===== src/rtl/vga_timing_pkg.sv =====
// vga_timing_pkg: default 640x480@60 timing constants, total helper and border bit indices
package vga_timing_pkg;
    localparam int DEF_H_ACTIVE = 640;
    localparam int DEF_H_FP     = 16;
    localparam int DEF_H_SYNC   = 96;
    localparam int DEF_H_BP     = 48;
    localparam int DEF_V_ACTIVE = 480;
    localparam int DEF_V_FP     = 10;
    localparam int DEF_V_SYNC   = 2;
    localparam int DEF_V_BP     = 33;
    localparam int TOP    = 0;
    localparam int BOTTOM = 1;
    localparam int LEFT   = 2;
    localparam int RIGHT  = 3;
    function automatic int hTotal(input int act, input int fp, input int sync, input int bp);
        return act + fp + sync + bp;
    endfunction
    function automatic int vTotal(input int act, input int fp, input int sync, input int bp);
        return act + fp + sync + bp;
    endfunction
endpackage


===== src/rtl/vga_timing_gen_wrap_counter.sv =====
// wrap_counter: enabled counter 0..MAX with terminal-count pulse on the wrapping cycle
module wrap_counter #(
    parameter int WIDTH = 10,
    parameter int MAX   = 799
) (
    input  logic             clk,
    input  logic             reset,
    input  logic             en,
    output logic [WIDTH-1:0] q,
    output logic             tc
);
    localparam logic [WIDTH-1:0] LAST = WIDTH'(MAX);
    assign tc = en & (q == LAST);
    always_ff @(posedge clk) begin
        if (reset)
            q <= '0;
        else if (en)
            q <= (q == LAST) ? '0 : q + 1'b1;
    end
endmodule


===== src/rtl/vga_timing_gen.sv =====
// vga_timing_gen: parametrised VGA raster timing with registered, coordinate-aligned decodes
// Optional wall flags on border when VGA_TIMING_BORDER_EN is defined.
module vga_timing_gen import vga_timing_pkg::*; #(
    parameter int H_ACTIVE = DEF_H_ACTIVE,
    parameter int H_FP     = DEF_H_FP,
    parameter int H_SYNC   = DEF_H_SYNC,
    parameter int H_BP     = DEF_H_BP,
    parameter int V_ACTIVE = DEF_V_ACTIVE,
    parameter int V_FP     = DEF_V_FP,
    parameter int V_SYNC   = DEF_V_SYNC,
    parameter int V_BP     = DEF_V_BP,
    parameter bit SYNC_POL = 1'b0,
    parameter int CNT_W    = 10,
    parameter int FRAME_W  = 8,
    parameter int BORDER_W = 9
) (
    input  logic               clk,
    input  logic               reset,
    input  logic               ce,
    output logic               hsync,
    output logic               vsync,
    output logic               active,
    output logic [CNT_W-1:0]   x,
    output logic [CNT_W-1:0]   y,
    output logic               line_start,
    output logic               frame_start,
    output logic [FRAME_W-1:0] frame_count,
    output logic [3:0]         border
);
    localparam int H_TOTAL = hTotal(H_ACTIVE, H_FP, H_SYNC, H_BP);
    localparam int V_TOTAL = vTotal(V_ACTIVE, V_FP, V_SYNC, V_BP);
    localparam bit PARAMS_OK = H_ACTIVE > 0 && H_FP > 0 && H_SYNC > 0 && H_BP > 0 &&
        V_ACTIVE > 0 && V_FP > 0 && V_SYNC > 0 && V_BP > 0 && CNT_W > 0 && FRAME_W > 0 &&
        BORDER_W > 0 && H_TOTAL <= 2 ** CNT_W && V_TOTAL <= 2 ** CNT_W;
    localparam logic [CNT_W-1:0] HA  = CNT_W'(H_ACTIVE);
    localparam logic [CNT_W-1:0] HS0 = CNT_W'(H_ACTIVE + H_FP);
    localparam logic [CNT_W-1:0] HS1 = CNT_W'(H_ACTIVE + H_FP + H_SYNC - 1);
    localparam logic [CNT_W-1:0] VA  = CNT_W'(V_ACTIVE);
    localparam logic [CNT_W-1:0] VS0 = CNT_W'(V_ACTIVE + V_FP);
    localparam logic [CNT_W-1:0] VS1 = CNT_W'(V_ACTIVE + V_FP + V_SYNC - 1);
    logic [CNT_W-1:0] hc, vc;
    logic htc, vtc;
    logic inActive, inHsync, inVsync, atOrigin, framePending;
    wrap_counter #(.WIDTH(CNT_W), .MAX(H_TOTAL - 1)) hCounter (
        .clk(clk), .reset(reset), .en(ce), .q(hc), .tc(htc)
    );
    wrap_counter #(.WIDTH(CNT_W), .MAX(V_TOTAL - 1)) vCounter (
        .clk(clk), .reset(reset), .en(htc), .q(vc), .tc(vtc)
    );
    assign inActive = (hc < HA) && (vc < VA);
    assign inHsync  = (hc >= HS0) && (hc <= HS1);
    assign inVsync  = (vc >= VS0) && (vc <= VS1);
    assign atOrigin = (hc == '0) && (vc == '0);
    always_ff @(posedge clk) begin
        if (reset) begin
            x            <= '0;
            y            <= '0;
            active       <= 1'b0;
            hsync        <= ~SYNC_POL;
            vsync        <= ~SYNC_POL;
            line_start   <= 1'b0;
            frame_start  <= 1'b0;
            frame_count  <= '0;
            framePending <= 1'b0;
        end else if (ce) begin
            x            <= hc;
            y            <= vc;
            active       <= inActive;
            hsync        <= inHsync ? SYNC_POL : ~SYNC_POL;
            vsync        <= inVsync ? SYNC_POL : ~SYNC_POL;
            line_start   <= (hc == '0);
            frame_start  <= atOrigin;
            // a frame counts as completed only once the counters have wrapped past its last pixel
            frame_count  <= (atOrigin && framePending) ? frame_count + 1'b1 : frame_count;
            framePending <= vtc ? 1'b1 : (atOrigin ? 1'b0 : framePending);
        end else begin
            line_start  <= 1'b0;
            frame_start <= 1'b0;
        end
    end
`ifdef VGA_TIMING_BORDER_EN
    localparam logic [CNT_W-1:0] BW  = CNT_W'(BORDER_W);
    localparam logic [CNT_W-1:0] BR0 = CNT_W'(H_ACTIVE - BORDER_W);
    localparam logic [CNT_W-1:0] BB0 = CNT_W'(V_ACTIVE - BORDER_W);
    logic [3:0] wall;
    always_comb begin
        wall         = '0;
        wall[TOP]    = vc < BW;
        wall[BOTTOM] = vc >= BB0;
        wall[LEFT]   = hc < BW;
        wall[RIGHT]  = hc >= BR0;
    end
    always_ff @(posedge clk) begin
        if (reset)
            border <= '0;
        else if (ce)
            border <= inActive ? wall : 4'b0000;
    end
`else
    assign border = 4'b0000;
`endif
    always_ff @(posedge clk) begin
        assert (PARAMS_OK) else $error("vga_timing_gen: illegal timing parameters");
    end
endmodule

===== config.mk =====
export PLATFORM = sky130hd
export DESIGN_NAME = vga_timing_gen
export DESIGN_NICKNAME = d
export VERILOG_FILES = /design/src/rtl/vga_timing_pkg.sv /design/src/rtl/vga_timing_gen_wrap_counter.sv /design/src/rtl/vga_timing_gen.sv
export SDC_FILE = /design/constraint.sdc
export NUM_CORES = 1
export LEC_CHECK = 0
export CORE_MARGIN = 3
export CORE_UTILIZATION = 52
export CTS_CLUSTER_DIAMETER = 80
export DETAILED_ROUTE_END_ITERATION = 7
export PLACE_DENSITY = 0.74
export RECOVER_POWER = 50
export SLEW_MARGIN = 0
export SYNTH_ARGS = -nofsm -noshare
export SYNTH_HDL_FRONTEND = slang
export SYNTH_SLANG_ARGS = --single-unit

===== constraint.sdc =====
create_clock -name clk -period 3.1 [get_ports clk]
set_clock_uncertainty 0.15 [all_clocks]
set_input_delay 0.62 -clock clk [delete_from_list [all_inputs] [get_ports clk]]
set_output_delay 0.62 -clock clk [all_outputs]
set_load 0.05 [all_outputs]

# Yosys cells after proc, flatten, opt, wreduce, memory -nomap -nowiden
# Index checks and enable logic that the tools add are counted.
# word_totals
ff_bits	54
latch_bits	0
ramBits	0
rom_bits	0
inputBits	3
out_inout_bits	37
wordCells	42
mem_count	0
# classes
addsub	3
n_mul	0
div_mod_pow	0
order_cmp	6
n_eq_ne	2
n_shift	0
mux	6
bitwise_logic	3
n_reduce_logical	11
# op_table
op	n
10-bit by 1-bit adder with 10-bit output, second input constant	2
10-bit == test, second input constant	2
10-bit logical NOT	2
10-bit two-way mux	2
10-bit greater-or-equal comparator, second input constant	1
10-bit by 9-bit greater-or-equal comparator with 1-bit output, second input constant	1
10-bit less-or-equal comparator, second input constant	1
10-bit by 9-bit less-or-equal comparator with 1-bit output, second input constant	1
10-bit less-than comparator, second input constant	1
10-bit by 9-bit less-than comparator with 1-bit output, second input constant	1
8-bit by 1-bit adder with 8-bit output, second input constant	1
1-bit logical AND	5
1-bit two-way mux	4
2-bit AND reduction	2
1-bit bitwise AND	2
2-bit nonzero test	1
2-bit OR reduction	1
1-bit NOT	1

# Logic depth before layout (Yosys ltp)
# logic_depth
ltp_word	5
ltp_mapped	7
ltp_nobuf	6

# Cells and area by module
# A second synthesis with hierarchy kept.
# hier_totals
hier_cells	260
area_unflattened_um2	2439.8
# by_module_without_submodules
module	n_inst	cells_per_inst	area_per_inst_um2	seq_area_each_um2
vga_timing_gen	1	152	1451.4	680.7
wrap_counter at vCounter	1	54	501.7	200.2
wrap_counter at hCounter	1	54	486.7	200.2

# Worst setup path after synthesis
# No wires, ideal clock.
# synth_timing
kind	input to register
startpoint	input port ce
endpoint	register vCounter.q[6]
setup_ns	0.071
t_arrival_ns	2.152
path_slack_ns	0.727
path_stages	6
path_buffers	2
path_cell_list	clkbuf_1 -> nand3_1 -> or4_1 -> buf_2 -> or4_1 -> a21oi_1
# synth_between
elab_chain_cells	1
# synth_lines
item	line	source
start: declaration	vga_timing_gen.sv:19	input logic ce,
1-bit bitwise AND	vga_timing_gen_wrap_counter.sv:13	assign tc = en & (q == LAST);
end signal: assignment	vga_timing_gen_wrap_counter.sv:18	q <= (q == LAST) ? '0 : q + 1'b1;
end: declaration	vga_timing_gen_wrap_counter.sv:9	output logic [WIDTH-1:0] q,
# No other way between the ends.
# A chain may end at the register's enable or synchronous reset.

# Worst setup path after layout
# layout_timing
startpoint	input port ce
endpoint	register vCounter.q[8]
# The elaborated chain is that of the path after synthesis.

==> metrics <==
outcome=complete, no violations; Routed WL per cell=14.0 um; detailed-route wire length=4.96 mm; CP startpoint=ce; DRT Pass-1 Iters=4; share of cells above drive strength 1=0.0397; Synth top cells by count=dfxtp_1 (54), nor2_1 (25), a21oi_1 (23); htree depth=2; Area contributors post-synth=dfxtp_1 (45%), mux2i_1 (8.3%), a21oi_1 (4.8%); I/O Buffers=35; Ports=40; max-slew violations=0; Die W=74.3 um; Clock Pin Slew Worst Setup and Hold Paths=0.09 ns; CTS sink cnt=54; starting density of the core=0.549; sequential element share of the synthesized area=0.446; Avg Synthesized Cell Area=8.91 um2; Routed Antenna Nets=0; First DRT Iteration DRCs=138; Ant. Diodes=0; Crit Path Max Fanout=14; total global-route track usage=0.194; xor/xnor share of the synthesized area=0.0289; DR vias/cell=5.81; fin crit share=0.854; count of cell types in the netlist=38; synth-to-layout area growth=17.9%; area share of fa/ha/maj cells after synthesis=0.0258; nets=310; initial antenna violation count=0; crit-path most repeated cell=or4_1; Syn Std Cell Area=0.00242 mm2; Compound-Gate Fraction of Synth Area=0.117; first-pass GRT wire length=8.38 mm; register bit total from synthesis=54; largest net degree at the start of global routing=35; Hold Fails Final Rpt=0; Placer Congestion=0.822; RSZ-0062 raised after global routing=no; Bufs and invs on worst path=1; CP max stage cell=or4_1; Yosys top cell area share=0.446; Post-synth EDFFs=0; CP Class=input pin to flip-flop; Num CTS Buffers=5; Die Ht=74.3 um; Synth warnings=0; max-cap violations=0; Syn Inst Count=272; core area=0.00441 mm2; number of global-route vias before repair=1849; hold_ws=0.334 ns; minimum clock period=2.65 ns; Worst Tran Pin Value=0.772 ns; drt drc=0; Area after DPL=0.00279 mm2; postcts setup bufs=0; nature of the critical path startpoint=input pin; Post-synth ARST share=0; Clock Path Buffers=2; Row Count=24; Power Density=401 mW/mm2; Critical R2R Launch=hCounter.q[5]$_SDFFE_PP0P_; Root Driver=clkbuf_8; Crit. End Element=flip-flop; cts hold-fix bufs=0; clock latency on the worst-skew pair=0.31 ns; CTS resizes=0; DP HPWL=3.43 mm; full die area=0.00551 mm2; main flop type after synthesis=dfxtp_1; Leak Pwr=1.01 nW; remaining global-route overflow=0; Setup TNS=0 ns; fraction of the mapped netlist area in simple logic gates=0.240; Rel. slew slack=0.485; peak supply drop=0.000293 V; crit path cell chain=dlygate4sd3_1 -> nand3_1 -> or4_1 -> or4_1 -> a21oi_1; f_max=378 MHz; area leader, netlist=dfxtp_1; DR vias=2057; count leader, synth=dfxtp_1; data arrival time of the critical path=2.74 ns; max incr delay on CP=0.66 ns; mux share of post-synthesis cell area=0.0826; CTS tree=built; hold_sp=active$_SDFFE_PP0P_; Setup Viol. Count Final=0; combinational family with the most area after synthesis=simple AND/OR/NAND/NOR gates; crit-path leading delay family=simple AND/OR/NAND/NOR gates; worst hold path type=flip-flop to flip-flop; Finished Cell Area=0.00286 mm2; Req. time, crit path=3.19 ns
-- stage by stage --
step,power (W),utilization,setup slack (ns),cells
after floorplan,0.000782,-,0.727,275
after global placement,0.000798,0.632,0.285,347
after detailed placement,0.000799,0.632,0.220,347
after CTS,0.00116,0.649,0.535,354
after global routing,0.00119,0.647,0.400,354
final,0.00115,0.647,0.451,354
-- where the power goes --
part / total [W] / internal (W) / switching [W]
clock network: 0.000366 / 0.000156 / 0.000210
logic: 0.0000779 / 0.0000222 / 0.0000557
registers: 0.000702 / 0.000699 / 0.00000386
total: 0.00115 / 0.000877 / 0.000270
-- cell families after synthesis --
logic type                 count (synthesis)
DFF                                       54
xor gates and xnor gates                   8
muxes                                     20
and+or+nand+nor                          106
other                                      1
AOI/OAI and AO/OA                         47
adders and majority gates                  5
buffers and inverters                     31
-- metal layers --
layer,vias to the layer above,part of all wire,GRT usage
li1,1039,-,-
met1,965,0.49,0.257
met2,48,0.44,0.308
met3,5,0.053,0.0514
met4,0,0.013,0.0652
met5,-,0,0
-- sequential cells by signal, summed over array words and instances (netlist names) --
name / count
framePending: 1
frame_count: 8
vsync: 1
frame_start: 1
active: 1
hCounter.q: 10
vCounter.q: 10
hsync: 1
x: 10
y: 10
line_start: 1
-- final timing paths --
kind / slack [ns] / depth (start not counted) / endpoint
worst max-delay path: 0.45 / 5 / vCounter.q[8]$_SDFFE_PP0P_
worst min-delay path: 0.33 / 2 / active$_SDFFE_PP0P_
worst max register to register: 0.55 / 4 / vCounter.q[8]$_SDFFE_PP0P_
worst min register to register: 0.33 / 2 / active$_SDFFE_PP0P_
-- tightest hold or removal path, stage by stage (launching register included) --
cell      delay (ns)
dfxtp_1         0.32
nand2b_1        0.07
a21oi_1         0.06
-- cell type report --
type                       count  area (um2)
clock buffer                   7        76.3
fill                         392        1560
inverter                      10        37.5
multi-input combinational    190        1210
sequential                    54        1080
tap                           52        65.1
timing repair buffer          41         384
-- cell usage in the layout (no fill, tap or decap), types with 2 or more instances in the layout --
cell type / count
dlygate4sd3_1: 13
xnor2_1: 5
or4_1: 12
nor3_1: 12
clkbuf_1: 5
xor2_1: 3
a21oi_1: 23
o21ai_0: 8
o32ai_1: 2
o311ai_0: 2
mux2i_1: 20
buf_4: 3
nand4_1: 10
nand2_1: 11
inv_1: 10
or3_1: 5
clkdlybuf4s50_1: 22
ha_1: 5
o31ai_1: 9
dfxtp_1: 54
nand2b_1: 6
nand3_1: 12
conb_1: 4
nor2_1: 25
or2_2: 2
clkbuf_8: 5
and3_1: 2
nor4_1: 2
Note: power is estimated with default switching activity, not from simulation.
